<file path="src/rtl/alu_pkg.sv">
// alu_pkg: shared definitions for the param_alu slice.
//   - alu_state_t : handshake FSM states (IDLE, BUSY, DONE)
//   - md_kind_t   : operation selector for the iterative mul/div datapath
//   - OP_*        : 4-bit alu_control opcode values
//   - is_iter_op  : 1 for opcodes handled by the iterative datapath
//   - md_kind_of  : maps an iterative opcode onto md_kind_t
package alu_pkg;

  typedef enum logic [1:0] {
    IDLE,
    BUSY,
    DONE
  } alu_state_t;

  typedef enum logic [1:0] {
    MD_MUL,
    MD_DIVU,
    MD_REMU
  } md_kind_t;

  localparam logic [3:0] OP_AND  = 4'b0000;
  localparam logic [3:0] OP_OR   = 4'b0001;
  localparam logic [3:0] OP_ADD  = 4'b0010;
  localparam logic [3:0] OP_XOR  = 4'b0011;
  localparam logic [3:0] OP_SLT  = 4'b0100;
  localparam logic [3:0] OP_SLTU = 4'b0101;
  localparam logic [3:0] OP_SUB  = 4'b0110;
  localparam logic [3:0] OP_SLL  = 4'b1000;
  localparam logic [3:0] OP_SRL  = 4'b1001;
  localparam logic [3:0] OP_SRA  = 4'b1010;
  localparam logic [3:0] OP_MUL  = 4'b1100;
  localparam logic [3:0] OP_DIVU = 4'b1110;
  localparam logic [3:0] OP_REMU = 4'b1111;

  function automatic logic is_iter_op(input logic [3:0] op);
    return (op == OP_MUL) || (op == OP_DIVU) || (op == OP_REMU);
  endfunction

  function automatic md_kind_t md_kind_of(input logic [3:0] op);
    md_kind_t k;
    case (op)
      OP_MUL:  k = MD_MUL;
      OP_DIVU: k = MD_DIVU;
      default: k = MD_REMU;
    endcase
    return k;
  endfunction

endpackage

</file>
<file path="src/rtl/alu_muldiv_iter.sv">
// alu_muldiv_iter: iterative multiply / unsigned divide / unsigned remainder.
// One iteration per clock, exactly XLEN iterations per operation.
//   clk, rst_n : clock, asynchronous active-low reset
//   start      : 1-cycle request; a, b and kind are captured on this edge
//   kind       : MD_MUL (low XLEN bits of a*b), MD_DIVU (a/b), MD_REMU (a%b)
//   a, b       : operands
//   done       : 1-cycle pulse, high in the cycle after the last iteration
//   result     : valid while done is high and held until the next start
module alu_muldiv_iter
  import alu_pkg::*;
#(
  parameter int XLEN = 32
) (
  input  logic            clk,
  input  logic            rst_n,
  input  logic            start,
  input  md_kind_t        kind,
  input  logic [XLEN-1:0] a,
  input  logic [XLEN-1:0] b,
  output logic            done,
  output logic [XLEN-1:0] result
);

  localparam int CW = (XLEN > 1) ? $clog2(XLEN) : 1;

  logic            busy;
  logic [CW-1:0]   cnt;
  md_kind_t        kind_q;

  // shift-add multiply state
  logic [XLEN-1:0] acc;
  logic [XLEN-1:0] mcand;
  logic [XLEN-1:0] mplier;

  // restoring divide state
  logic [XLEN-1:0] rem;
  logic [XLEN-1:0] quo;
  logic [XLEN-1:0] dvs;

  logic [XLEN:0]   rem_sh;
  logic            fits;
  logic [XLEN-1:0] rem_sub;

  // Shifted partial remainder is XLEN+1 bits wide so a set MSB in rem is not
  // lost; the unsigned compare keeps divide-by-zero producing all-ones
  // quotient and remainder == dividend without a special case.
  always_comb begin
    rem_sh  = {rem, quo[XLEN-1]};
    fits    = (rem_sh >= {1'b0, dvs});
    rem_sub = rem_sh[XLEN-1:0] - dvs;
  end

  always_ff @(posedge clk or negedge rst_n) begin
    if (!rst_n) begin
      busy   <= 1'b0;
      done   <= 1'b0;
      cnt    <= '0;
      kind_q <= MD_MUL;
      acc    <= '0;
      mcand  <= '0;
      mplier <= '0;
      rem    <= '0;
      quo    <= '0;
      dvs    <= '0;
    end else begin
      done <= 1'b0;
      if (start) begin
        busy   <= 1'b1;
        cnt    <= '0;
        kind_q <= kind;
        acc    <= '0;
        mcand  <= a;
        mplier <= b;
        rem    <= '0;
        quo    <= a;
        dvs    <= b;
      end else if (busy) begin
        if (kind_q == MD_MUL) begin
          acc    <= acc + (mplier[0] ? mcand : '0);
          mcand  <= mcand << 1;
          mplier <= mplier >> 1;
        end else begin
          if (fits) begin
            rem <= rem_sub;
            quo <= {quo[XLEN-2:0], 1'b1};
          end else begin
            rem <= rem_sh[XLEN-1:0];
            quo <= {quo[XLEN-2:0], 1'b0};
          end
        end
        if (cnt == CW'(XLEN - 1)) begin
          busy <= 1'b0;
          done <= 1'b1;
          cnt  <= '0;
        end else begin
          cnt <= cnt + 1'b1;
        end
      end
    end
  end

  always_comb begin
    case (kind_q)
      MD_MUL:  result = acc;
      MD_DIVU: result = quo;
      default: result = rem;
    endcase
  end

endmodule

</file>
<file path="src/rtl/param_alu.sv">
// param_alu: registered ALU with a valid/ready request and result handshake.
//   clk, rst_n        : clock, asynchronous active-low reset
//   in_valid/in_ready : request handshake; in_ready is high only in IDLE
//   a, b, alu_control : operands and opcode, captured on acceptance
//   out_valid/out_ready : result handshake; out_valid is high only in DONE
//   ALU_Result, zero  : registered result and (ALU_Result == 0) flag
// Single-cycle ops produce out_valid one cycle after acceptance; MUL, DIVU
// and REMU go through alu_muldiv_iter and take XLEN+1 cycles.
module param_alu
  import alu_pkg::*;
#(
  parameter int XLEN = 32,
  parameter int SHW  = $clog2(XLEN)
) (
  input  logic            clk,
  input  logic            rst_n,
  input  logic            in_valid,
  output logic            in_ready,
  input  logic [XLEN-1:0] a,
  input  logic [XLEN-1:0] b,
  input  logic [3:0]      alu_control,
  output logic            out_valid,
  input  logic            out_ready,
  output logic [XLEN-1:0] ALU_Result,
  output logic            zero
);

  alu_state_t      state;
  logic [XLEN-1:0] op_a;
  logic [XLEN-1:0] op_b;
  logic [3:0]      op_code;

  logic            accept;
  logic            iter_start;
  logic            iter_done;
  logic [XLEN-1:0] iter_result;
  logic [XLEN-1:0] single_result;
  logic [SHW-1:0]  shamt;

  assign in_ready   = (state == IDLE);
  assign out_valid  = (state == DONE);
  assign accept     = in_valid && in_ready;
  assign iter_start = accept && is_iter_op(alu_control);

  alu_muldiv_iter #(
    .XLEN(XLEN)
  ) u_muldiv (
    .clk   (clk),
    .rst_n (rst_n),
    .start (iter_start),
    .kind  (md_kind_of(alu_control)),
    .a     (a),
    .b     (b),
    .done  (iter_done),
    .result(iter_result)
  );

  assign shamt = op_b[SHW-1:0];

  // Evaluated from the captured operands so later input changes cannot leak
  // into the result.
  always_comb begin
    single_result = '0;
    case (op_code)
      OP_AND:  single_result = op_a & op_b;
      OP_OR:   single_result = op_a | op_b;
      OP_ADD:  single_result = op_a + op_b;
      OP_SUB:  single_result = op_a - op_b;
      OP_XOR:  single_result = op_a ^ op_b;
      OP_SLL:  single_result = op_a << shamt;
      OP_SRL:  single_result = op_a >> shamt;
      OP_SRA:  single_result = $signed(op_a) >>> shamt;
      OP_SLT:  single_result = {{(XLEN-1){1'b0}}, ($signed(op_a) < $signed(op_b))};
      OP_SLTU: single_result = {{(XLEN-1){1'b0}}, (op_a < op_b)};
      default: single_result = '0;
    endcase
  end

  always_ff @(posedge clk or negedge rst_n) begin
    if (!rst_n) begin
      state      <= IDLE;
      op_a       <= '0;
      op_b       <= '0;
      op_code    <= '0;
      ALU_Result <= '0;
      zero       <= 1'b1;
    end else begin
      case (state)
        IDLE: begin
          if (accept) begin
            op_a    <= a;
            op_b    <= b;
            op_code <= alu_control;
            state   <= BUSY;
          end
        end
        BUSY: begin
          if (!is_iter_op(op_code)) begin
            ALU_Result <= single_result;
            zero       <= (single_result == '0);
            state      <= DONE;
          end else if (iter_done) begin
            ALU_Result <= iter_result;
            zero       <= (iter_result == '0);
            state      <= DONE;
          end
        end
        DONE: begin
          if (out_ready) begin
            state <= IDLE;
          end
        end
        default: state <= IDLE;
      endcase
    end
  end

endmodule
</file>
<file path="config.mk">
export PLATFORM = sky130hd
export DESIGN_NAME = param_alu
export DESIGN_NICKNAME = d
export VERILOG_FILES = /design/src/rtl/alu_pkg.sv /design/src/rtl/alu_muldiv_iter.sv /design/src/rtl/param_alu.sv
export SDC_FILE = /design/constraint.sdc
export NUM_CORES = 1
export LEC_CHECK = 0
export CORE_MARGIN = 4
export CORE_UTILIZATION = 45
export CTS_BUF_LIST = sky130_fd_sc_hd__clkbuf_16
export DETAILED_ROUTE_END_ITERATION = 12
export PLACE_DENSITY_LB_ADDON = 0.2
export SYNTH_ARGS = -nofsm -noshare
export SYNTH_HDL_FRONTEND = slang
export SYNTH_SLANG_ARGS = --single-unit
</file>
<file path="constraint.sdc">
create_clock -name clk -period 5.35 [get_ports clk]
set_input_delay 0.535 -clock clk [delete_from_list [all_inputs] [get_ports clk]]
set_output_delay 0.535 -clock clk [all_outputs]
set_load 0.05 [all_outputs]
</file>
==> flow_summary.toml <==
[clock_tree]
cts.sinks = 304
h-tree-depth = 2
cts_tree = "yes"
clkTransAtPathRegs_ns = 0.07
cts_root_buffer = "clkbuf_16"
clkLatencyLatePin_ns = 0.59
clock_path_buffers = 3
cts_made_buffers = 37

[routing]
avgRoutedWirePerCell_um = 28.5
via_per_inst = 6.48
met3_length_um = 10000
ant_nets = 0
wl_met2_um = 53300
met1_length_um = 45800
vias = 26300
routed_wl_um = 116000
drcViolationCount = 0
topRoutingLayerUsed = "met5"
dr.pass1.iters = 6
drtIter0Drc = 2820

[flow_run]
max-cap-violations = 0

[synthesis]
ys_ff_latch = 304
synth_area_leaders = "dfrtp_1 29%, ha_1 8.4%, nand2_1 7.0%"
synth-edff-count = 0
yosys.area.top_type = "dfrtp_1"
yosysTopAreaCellShare = 0.293
syn_avg_cell_area_um2 = 8.02
yosysWarnings = 0
async_flop_share = 1.00
synthTopCellsByCount = "485 x nand2_1, 303 x dfrtp_1, 289 x o21ai_0"
synth.most_common_cell = "nand2_1"
syn_nets = 3476
synthDistinctLibCells = 87
synthCells = 3226
ys.flop_type = "dfrtp_1"
ys_seq_area_frac = 0.294
syn_area_um2 = 25900

[timing]
fin_ws_ns = 0.268
fin_crit_ns = 5.08
rsz0062_at_grt = "no"
final_max_slew_viol_count = 0
fin_skew_ns = 0.0394
setup_violations = 0
tns_ns = 0
period_share = 0.950
max_freq_mhz = 197
hold_viol_final = 0
tightestPinTransition_ns = 1.12
maxSlewHeadroom = 0.255

[worst_setup_path]
rr_worst_depth = 14
crit_arrival_ns = 5.56
required_ns = 5.82
path_max_fanout = 16
cp-start-kind = "flop"
worstSetupEndpointType = "flop"
crit_start = "op_b[0]"
rr_startpoint = "op_b[0]"
critPathKind = "reg -> reg"

[floorplanning]
rows = 87
die_area_um2 = 61400
initial_core_util = 0.457
die_height_um = 248
dieWidth_um = 248
ios = 107
core_um2 = 56600

[global_routing]
overflow = 0
grtUsageTotal = 0.372
grt_pass1_wl_um = 171000
grt_max_degree = 131
grt_pass1_vias = 25500
antenna_found_initial = 2

[placed_design]
place_ws_ns = 0.240
place_hpwl_um = 90100
io_buffer_count = 106
place_congestion = 1.04

[hold_path]
hold_class = "reg -> reg"
min_from = "ALU_Result[5]"
hold_path_depth = 1

[cells_and_area]
area_growth_pct = 13.1
layout-drive-gt1-share = 0.0875
nets = 3527

[outcome]
status = "finished, final reports clean"
## final cells by class
cell class,count,area (um2)
fillers,5505,27400
multi-input cells,2545,16800
clock inverters,29,184
flip-flops and latches,304,7620
well taps,756,946
diodes,1,2.50
repair buffers,225,2100
inverters,164,616
clock buffers,37,926
## registers in the layout (all words and copies together) (netlist names)
name,flops
ALU_Result,32
op_a,32
op_b,32
u_muldiv.acc,32
u_muldiv.dvs,32
u_muldiv.mcand,32
u_muldiv.mplier,32
u_muldiv.quo,32
u_muldiv.rem,32
u_muldiv.cnt,5
op_code,4
state,2
u_muldiv.kind_q,2
u_muldiv.busy,1
u_muldiv.done,1
zero,1
## metrics by stage
step | std cells | hold WS, ns | cell area (um2) | utilization
final | 4061 | 0.486 | 29200 | 0.516
after global routing | 4060 | 0.521 | 29200 | 0.516
after CTS | 4060 | 0.487 | 29200 | 0.516
after detailed placement | 3993 | 0.473 | 28100 | 0.496
after global placement | 3993 | 0.471 | 28100 | 0.496
after floorplan | 3226 | 0.239 | 25900 | -
## final timing paths
| kind | endpoint | slack [ns] |
|---|---|---|
| min | ALU_Result[5] | 0.49 |
| min in group asynchronous | u_muldiv.dvs[30] | 0.54 |
| max | zero | 0.27 |
| min reg2reg | ALU_Result[5] | 0.49 |
| max in group asynchronous | state[0] | 3.66 |
| max reg2reg | zero | 0.27 |
## routing by layer
layer  vias up  global-route usage
met3       282              0.0766
met4         2               0.181
met2      1354               0.600
li1      11700                   -
met5         -                   0
met1     13000               0.479
## critical path, cell delays in order, from the launching register on
cell       delay, ns
dfrtp_4         0.62
buf_4           0.30
mux2_1          0.41
a22oi_1         0.16
o211ai_1        0.28
a311oi_1        0.39
o21ai_0         0.42
nor4b_2         0.53
nand4_1         0.15
nor4_1          0.34
buf_4           0.18
nand3_1         0.09
or4_1           0.59
nand4bb_1       0.24
o31ai_1         0.26
## repair_timing
item                                    CTS  global route
endpoints found under the hold margin    37             0
hold buffers                              1             0
gates resized for setup                   0             2
endpoints found under the setup margin    0             1
buffers inserted                          0             0
## cell families after synthesis
group / count (synthesis) / share of synthesized area
compound gates: 1007 / 0.247
xor+xnor: 64 / 0.0217
fa+ha+maj: 178 / 0.0873
buf+inv: 377 / 0.0578
flops: 304 / 0.294
mux: 226 / 0.107
simple gates: 1070 / 0.185
## layout by cell type (no fill, tap or decap), drive strengths merged, types with 19 or more instances in the layout
cell type,instances
clkbuf,37
a21oi,216
nand3,34
inv,175
o21a,19
o22ai,21
a21o,58
buf,119
clkdlybuf4s50,105
nor2,274
xnor2,45
o21ai,296
dfrtp,303
and3,20
nand2,485
mux2,45
nor4,21
ha,174
nor3,56
nand2b,29
nor2b,26
mux4,35
and2,42
mux2i,146
a31oi,99
o211ai,34
o21bai,19
a211oi,65
xor2,19
Power is left out: the tool's default activity adds up to more than one toggle a clock period on the data nets, which glitch-free logic cannot reach.
